File: config.mk
export PLATFORM = sky130hd
export DESIGN_NAME = store_buffer
export DESIGN_NICKNAME = d
export VERILOG_FILES = /design/src/rtl/store_buffer.sv
export SDC_FILE = /design/constraint.sdc
export NUM_CORES = 1
export LEC_CHECK = 0
export CORE_MARGIN = 2
export CORE_UTILIZATION = 58
export DETAILED_ROUTE_END_ITERATION = 16
export HOLD_SLACK_MARGIN = 0.15
export MAX_ROUTING_LAYER = met4
export PLACE_DENSITY_LB_ADDON = 0.1
export SLEW_MARGIN = 40
export SYNTH_ARGS = -nofsm -noshare
export SYNTH_HDL_FRONTEND = slang
export SYNTH_SLANG_ARGS = --single-unit
File: constraint.sdc
create_clock -name clk -period 8.8 [get_ports clk]
set_input_delay 1.76 -clock clk [delete_from_list [all_inputs] [get_ports clk]]
set_output_delay 1.76 -clock clk [all_outputs]
set_load 0.02 [all_outputs]
File: src/rtl/store_buffer.sv
`default_nettype none
// ============================================================================
//  Module   : store_buffer
//  Purpose  : Word-granular store FIFO between the CPU store path and the
//             data memory. Drains one entry per cycle and forwards buffered
//             data to loads that hit a pending store (youngest match wins).
//  Revision : 1.0  initial release
// ============================================================================
module store_buffer #(
  parameter int DEPTH = 4,
  parameter int AW    = 32,
  parameter int DW    = 32
) (
  input  logic                       clk,
  input  logic                       reset,
  input  logic                       st_valid,
  output logic                       st_ready,
  input  logic [31:0]                st_pc,
  input  logic [AW-1:0]              st_addr,
  input  logic [DW-1:0]              st_data,
  input  logic                       drain_en,
  output logic                       dm_we,
  output logic [31:0]                dm_pc,
  output logic [AW-1:0]              dm_addr,
  output logic [DW-1:0]              dm_data,
  input  logic [AW-1:0]              ld_addr,
  output logic                       ld_hit,
  output logic [DW-1:0]              ld_data,
  output logic [$clog2(DEPTH+1)-1:0] count,
  output logic                       empty,
  output logic                       full
);

  localparam int PW = $clog2(DEPTH);
  localparam int CW = $clog2(DEPTH+1);

  // Entry storage; payloads need no reset because the valid bits gate them.
  logic [31:0]      entry_pc   [DEPTH];
  logic [AW-1:0]    entry_addr [DEPTH];
  logic [DW-1:0]    entry_data [DEPTH];
  logic [DEPTH-1:0] entry_valid;

  logic [PW-1:0] wr_ptr;
  logic [PW-1:0] rd_ptr;
  logic          push;
  logic          pop;
  logic [PW-1:0] slot;

  assign empty    = (count == '0);
  assign full     = (count == CW'(DEPTH));
  assign st_ready = !full;
  assign push     = st_valid && st_ready;
  // Suppress the write strobe while reset is asserted so that stores being
  // discarded by a mid-operation reset never reach the memory.
  assign pop      = !empty && drain_en && reset;
  assign dm_we    = pop;

  // Head entry presentation; zero when nothing is buffered.
  always_comb begin
    dm_pc   = '0;
    dm_addr = '0;
    dm_data = '0;
    if (!empty) begin
      dm_pc   = entry_pc[rd_ptr];
      dm_addr = entry_addr[rd_ptr];
      dm_data = entry_data[rd_ptr];
    end
  end

  // Pointer, occupancy and valid-bit bookkeeping.
  always_ff @(posedge clk) begin
    if (!reset) begin
      wr_ptr      <= '0;
      rd_ptr      <= '0;
      count       <= '0;
      entry_valid <= '0;
    end else begin
      if (pop) begin
        rd_ptr              <= rd_ptr + PW'(1);
        entry_valid[rd_ptr] <= 1'b0;
      end
      if (push) begin
        wr_ptr              <= wr_ptr + PW'(1);
        entry_valid[wr_ptr] <= 1'b1;
      end
      case ({push, pop})
        2'b10:   count <= count + CW'(1);
        2'b01:   count <= count - CW'(1);
        default: count <= count;
      endcase
    end
  end

  // Payload write on an accepted store.
  always_ff @(posedge clk) begin
    if (push) begin
      entry_pc[wr_ptr]   <= st_pc;
      entry_addr[wr_ptr] <= st_addr;
      entry_data[wr_ptr] <= st_data;
    end
  end

  // Load forwarding: walk entries oldest to youngest so the youngest
  // matching word overrides older ones. Byte offset is ignored.
  always_comb begin
    ld_hit  = 1'b0;
    ld_data = '0;
    slot    = '0;
    for (int i = 0; i < DEPTH; i++) begin
      slot = rd_ptr + PW'(i);
      if (entry_valid[slot] && (ld_addr[AW-1:2] == entry_addr[slot][AW-1:2])) begin
        ld_hit  = 1'b1;
        ld_data = entry_data[slot];
      end
    end
  end

endmodule
`default_nettype wire

# After elaboration in Yosys (flattened, before gate mapping)
# Memory sizes are Yosys's and may differ from the RTL's. A register that Yosys moved wholly into a read port is not among the register bits.
# Index checks and enable logic that the tools add are counted.
# totals
ff_bits	11
mem_bits_rw	384
input_bits	132
output_inout_bits	136
elab_cells	78
n_memories	3
# classes
add_sub_neg	6
order_cmp	7
n_eq_ne	7
muxes	35
bitwise_logic	3
n_reduce_logical	13
# memory_table
memory	depth	width	rd	rd_ports_with_merged_regs	write_ports	line_no	rtl
entry_addr	4	32	4	1	1	39	logic [AW-1:0] entry_addr [DEPTH];
entry_data	4	32	4	1	1	40	logic [DW-1:0] entry_data [DEPTH];
entry_pc	4	32	1	1	1	38	logic [31:0] entry_pc [DEPTH];
# op_table
op	count
32-bit 2-to-1 mux	7
30-bit equality test	4
2-bit by 3-bit less-than comparator with 1-bit output (second input constant)	5
1-bit 2-to-1 mux	12
2-bit 2-to-1 mux	6
4-bit 2-to-1 mux	3
1-bit logical AND	9
1-bit binary-select mux with 2-bit select	4
3-bit case mux with 2 select lines	1
2-bit by 1-bit adder with 2-bit output (second input constant)	2
2-bit adder (second input constant)	2
4-bit AND	1
1-bit demux with 2-bit select	2
2-bit by 1-bit greater-or-equal comparator with 1-bit output (second input constant)	2
4-bit inverter	1
4-bit OR	1
3-bit by 1-bit adder with 3-bit output (second input constant)	1
3-bit equality test (second input constant)	1
3-bit zero test	1
3-bit by 1-bit subtractor with 3-bit output (second input constant)	1
2-bit by 1-bit equality test with 1-bit output (second input constant)	1
2-bit equality test (second input constant)	1
1-bit zero test	2
2-bit nonzero test	1

# Longest topological paths before layout
# depth
ltp_word	10
depth_mapped	20
depth_no_buf	10

# Least setup slack after synthesis
# OpenSTA, ideal clock, no wires.
# synth_timing
path_kind	input to output
start	in ld_addr[27]
end	out ld_data[10]
t_arrival_ps	4098
required_ps	7040
slack_ps	2942
path_stages	9
path_buffers	3
cell_sequence	clkbuf_1 > a22o_1 > a221o_1 > or4_1 > nor4bb_1 > clkbuf_2 > buf_2 > nand2_1 > a31oi_1
# synth_via
elab_chain_len	6
elab_cells_between_ends	12
classes_between	eq/ne: 4; mux: 4; reduce/logical: 4
# synth_rtl
item	line_no	rtl
from (decl)	26	input logic [AW-1:0] ld_addr,
30-bit equality test	111	if (entry_valid[slot] && (ld_addr[AW-1:2] == entry_addr[slot][AW-1:2])) begin
1-bit logical AND	111	
32-bit 2-to-1 mux (3 in a row)	111	
32-bit 2-to-1 mux *	111	
to (decl)	28	output logic [DW-1:0] ld_data,
# Mark *: on every way between the ends. The rest lies on a longest branch, timed or not.

# Final worst setup path
# layout_timing
start	reg rd_ptr[1]
end	out ld_data[2]
# layout_via
elab_chain_len	7
elab_cells_between_ends	24
classes_between	add/sub: 3; eq/ne: 3; mux: 12; reduce/logical: 4; memory: 2
# layout_rtl
item	line_no	rtl
from (decl)	44	logic [PW-1:0] rd_ptr;
from (signal assigned)	79	rd_ptr <= rd_ptr + PW'(1);
2-bit by 1-bit adder with 2-bit output / 1-bit binary-select mux with 2-bit select (equally long branches)	110, 111	
memory read 4 x 32 bit, or another cell as far along	-	
30-bit equality test, or another cell as far along	111	
1-bit logical AND / 32-bit 2-to-1 mux (equally long branches)	111	
32-bit 2-to-1 mux (2 in a row)	111	
32-bit 2-to-1 mux *	111	
# Mark *: on every way between the ends. The rest lies on a longest branch, timed or not. The select of a mux whose other input is x is not followed.

==> flow_summary.yaml <==
clock_network:
  h-tree-depth: 2
  post_cts_resized: 0
  postCtsSetupBuffers: 0
  cts_tree: "done"
  path_clk_slew_ns: 0.06
  cts_num_sinks: 397
  numCtsBuffers: 42
  cts_buffer_depth: 3
  cts-root-buf: "clkbuf_16"
  insertion_delay_ns: 0.58
  ctsHoldBuffers: 0
sta:
  clock_skew_ns: 0.0157
  timing.setup.tns_ns: 0
  min_period_ns: 7.72
  setup_violations: 0
  rsz0062_at_grt: "false"
  finalCritPeriodShare: 0.877
  finalHoldViolCount: 0
  maxSlewHeadroom: 0.455
  fmax_ghz: 0.130
  holdWs_ns: 0.573
  final_max_slew_viol_count: 0
  tightest_slew_ns: 0.818
synthesis:
  syn_area_mm2: 0.0232
  async_reset_ff_frac: 0
  yosysTopAreaCellShare: 0.498
  synthTopCellsByArea: "edfxtp_1 50%, mux4_2 23%, mux2i_1 3.6%, xnor2_1 3.0%, o221ai_2 1.9%"
  seq_area_frac_synth: 0.509
  synth_ff_type: "edfxtp_1"
  ys_types: 57
  syn_inst: 1526
  synth_nets: 1668
  yosysWarnings: 0
  ys_ff_latch: 397
  syn_area_per_cell_um2: 15.2
  synth_edf_count: 384
  yosysTopAreaCell: "edfxtp_1"
placement:
  port_buffers: 265
  dp.cells: 2209
  dp_hpwl_um: 39300
  place.gp.congestion: 0.924
setup_path:
  crit_family: "buffers and inverters"
  cp_num_buf_inv: 4
  cp.required_ns: 7.04
  worst-path-max-fanout: 43
  end_kind: "output pin"
  cp_common_cell: "buf_4"
  slowest_stage: "buf_4"
  regToRegSetupSlack_ns: 6.17
  critPathMaxStageDelay_ns: 0.68
  worstPathCellList: "buf_4 > buf_4 > mux4_2 > xor2_1 > nor4_1 > nand4_1 > or4_1 > nor4bb_4 > buf_4 > nand2_1 > a31oi_1 > clkdlybuf4s50_1"
  critPathKind: "reg2out"
  worstSetupStartpointType: "flop"
  cp.arrival_ns: 5.96
floorplan:
  core_mm2: 0.0395
  die_h_um: 204
  rows: 73
  start_util: 0.586
  die_x_um: 204
  design.portCount: 268
  dieArea_mm2: 0.0416
global_route:
  grt_max_degree: 138
  gr-usage-all-layers: 0.308
  grt_pass1_wl_um: 92800
  gr-total-overflow: 0
  antenna_found_initial: 6
  grt_pass1_vias: 15400
drt:
  vias: 15300
  wirelength_um: 61400
  drcViolationCount: 0
  avgRoutedWirePerCell_um: 26.8
  ant_nets: 0
  viasPerCell: 6.66
  drt_first_pass_iters: 7
  initialDrtViolationCount: 1384
final_layout:
  layout.cells.non_filler: 2293
  final_cell_mix: "384 x edfxtp_1, 265 x clkdlybuf4s50_1, 234 x mux4_2"
  layout-drive-gt1-share: 0.218
  layout.nets: 1871
  final_common_cell: "edfxtp_1"
  nFillCells: 2687
  area_delta_synth_final_pct: 19.2
power:
  p_total_mw: 5.95
  vdd_drop_max_uv: 228
  powerDensity_mw_per_mm2: 215
  leakagePower_nw: 8.49
job:
  max-cap-violations: 0
worst_hold_path:
  hold_path.class: "reg2reg"
run_status:
  status: "finished, final reports clean"
## power by group
part / total, mW / internal (mW) / switching [mW]
Sequential: 2.31 / 2.21 / 0.0960
Clock: 1.74 / 1.01 / 0.734
Combinational: 1.90 / 0.896 / 1.00
## Yosys cell counts, drive strengths merged (2+ instances only)
cell     count
a31oi       34
a21oi       48
clkbuf      53
nand3       11
nor4        12
o221ai      39
inv         48
mux4       240
o21ai       21
mux2i       84
nor2b       61
o22ai        9
xnor2       80
o2111ai      3
mux2         8
a222oi       2
buf         87
nand4       12
and2        14
a22o         2
edfxtp     384
o211ai       6
and3        36
dfxtp       13
a22oi        2
nor3         5
a221oi       5
ha           9
a2bb2oi      2
nor2        78
a211oi       8
a2111oi      5
xor2        33
nand2       55
o2bb2ai      4
## layout make-up
cell class,instances,area (µm²),share of cell area
multi-input combinational,940,10600,0.383
clock buffer,48,1090,0.0396
timing repair buffer,299,3050,0.110
tap,525,657,0.0238
inverter,49,184,0.00666
antenna,7,17.5,0.000634
clock inverter,28,238,0.00860
sequential,397,11800,0.427
## metal layers
metal,vias up,track usage,wire length [µm]
li1,6578,-,-
met1,7845,0.411,24000
met2,744,0.483,30000
met3,99,0.0741,5940
met4,0,0.0764,1400
met5,-,-,0
## metrics by stage
stage / setup WS [ns] / utilization / cell area, µm²
after floorplan: 2.94 / - / 23200
after global placement: 1.33 / 0.661 / 26200
after detailed placement: 1.34 / 0.664 / 26200
after CTS: 1.19 / 0.697 / 27600
after global routing: 0.970 / 0.699 / 27600
final: 1.08 / 0.699 / 27600
## cells by family after synthesis
logic type	count (synthesis)	synth area share
XOR/XNOR	113	0.0427
AO/OA/AOI/OAI	194	0.0649
AND/OR/NAND/NOR	291	0.0646
flip-flops	397	0.509
adder cells (fa/ha/maj)	10	0.00572
buffers and inverters	189	0.0390
multiplexers	332	0.274
## final timing paths
check                      start                 to  cells past startpoint
setup reg to reg        count[0]  entry_addr[1][19]                      4
hold / removal    entry_valid[2]     entry_valid[2]                      2
hold reg to reg   entry_valid[2]     entry_valid[2]                      2
setup / recovery       rd_ptr[1]         ld_data[2]                     12
## worst reg2reg max path, delay by kind of cell (launching register included)
family	cells	cell delay, ns
and+or+nand+nor	2	1.04
DFF	1	0.44
buffers and inverters	2	0.66
## registers in the layout (all words and copies together), names as in the netlist, named ones only
signal / count
entry_addr: 128
entry_data: 128
entry_pc: 128
entry_valid: 4
count: 3
rd_ptr: 2
wr_ptr: 2
No activity file was read; power rests on OpenSTA's default activity.
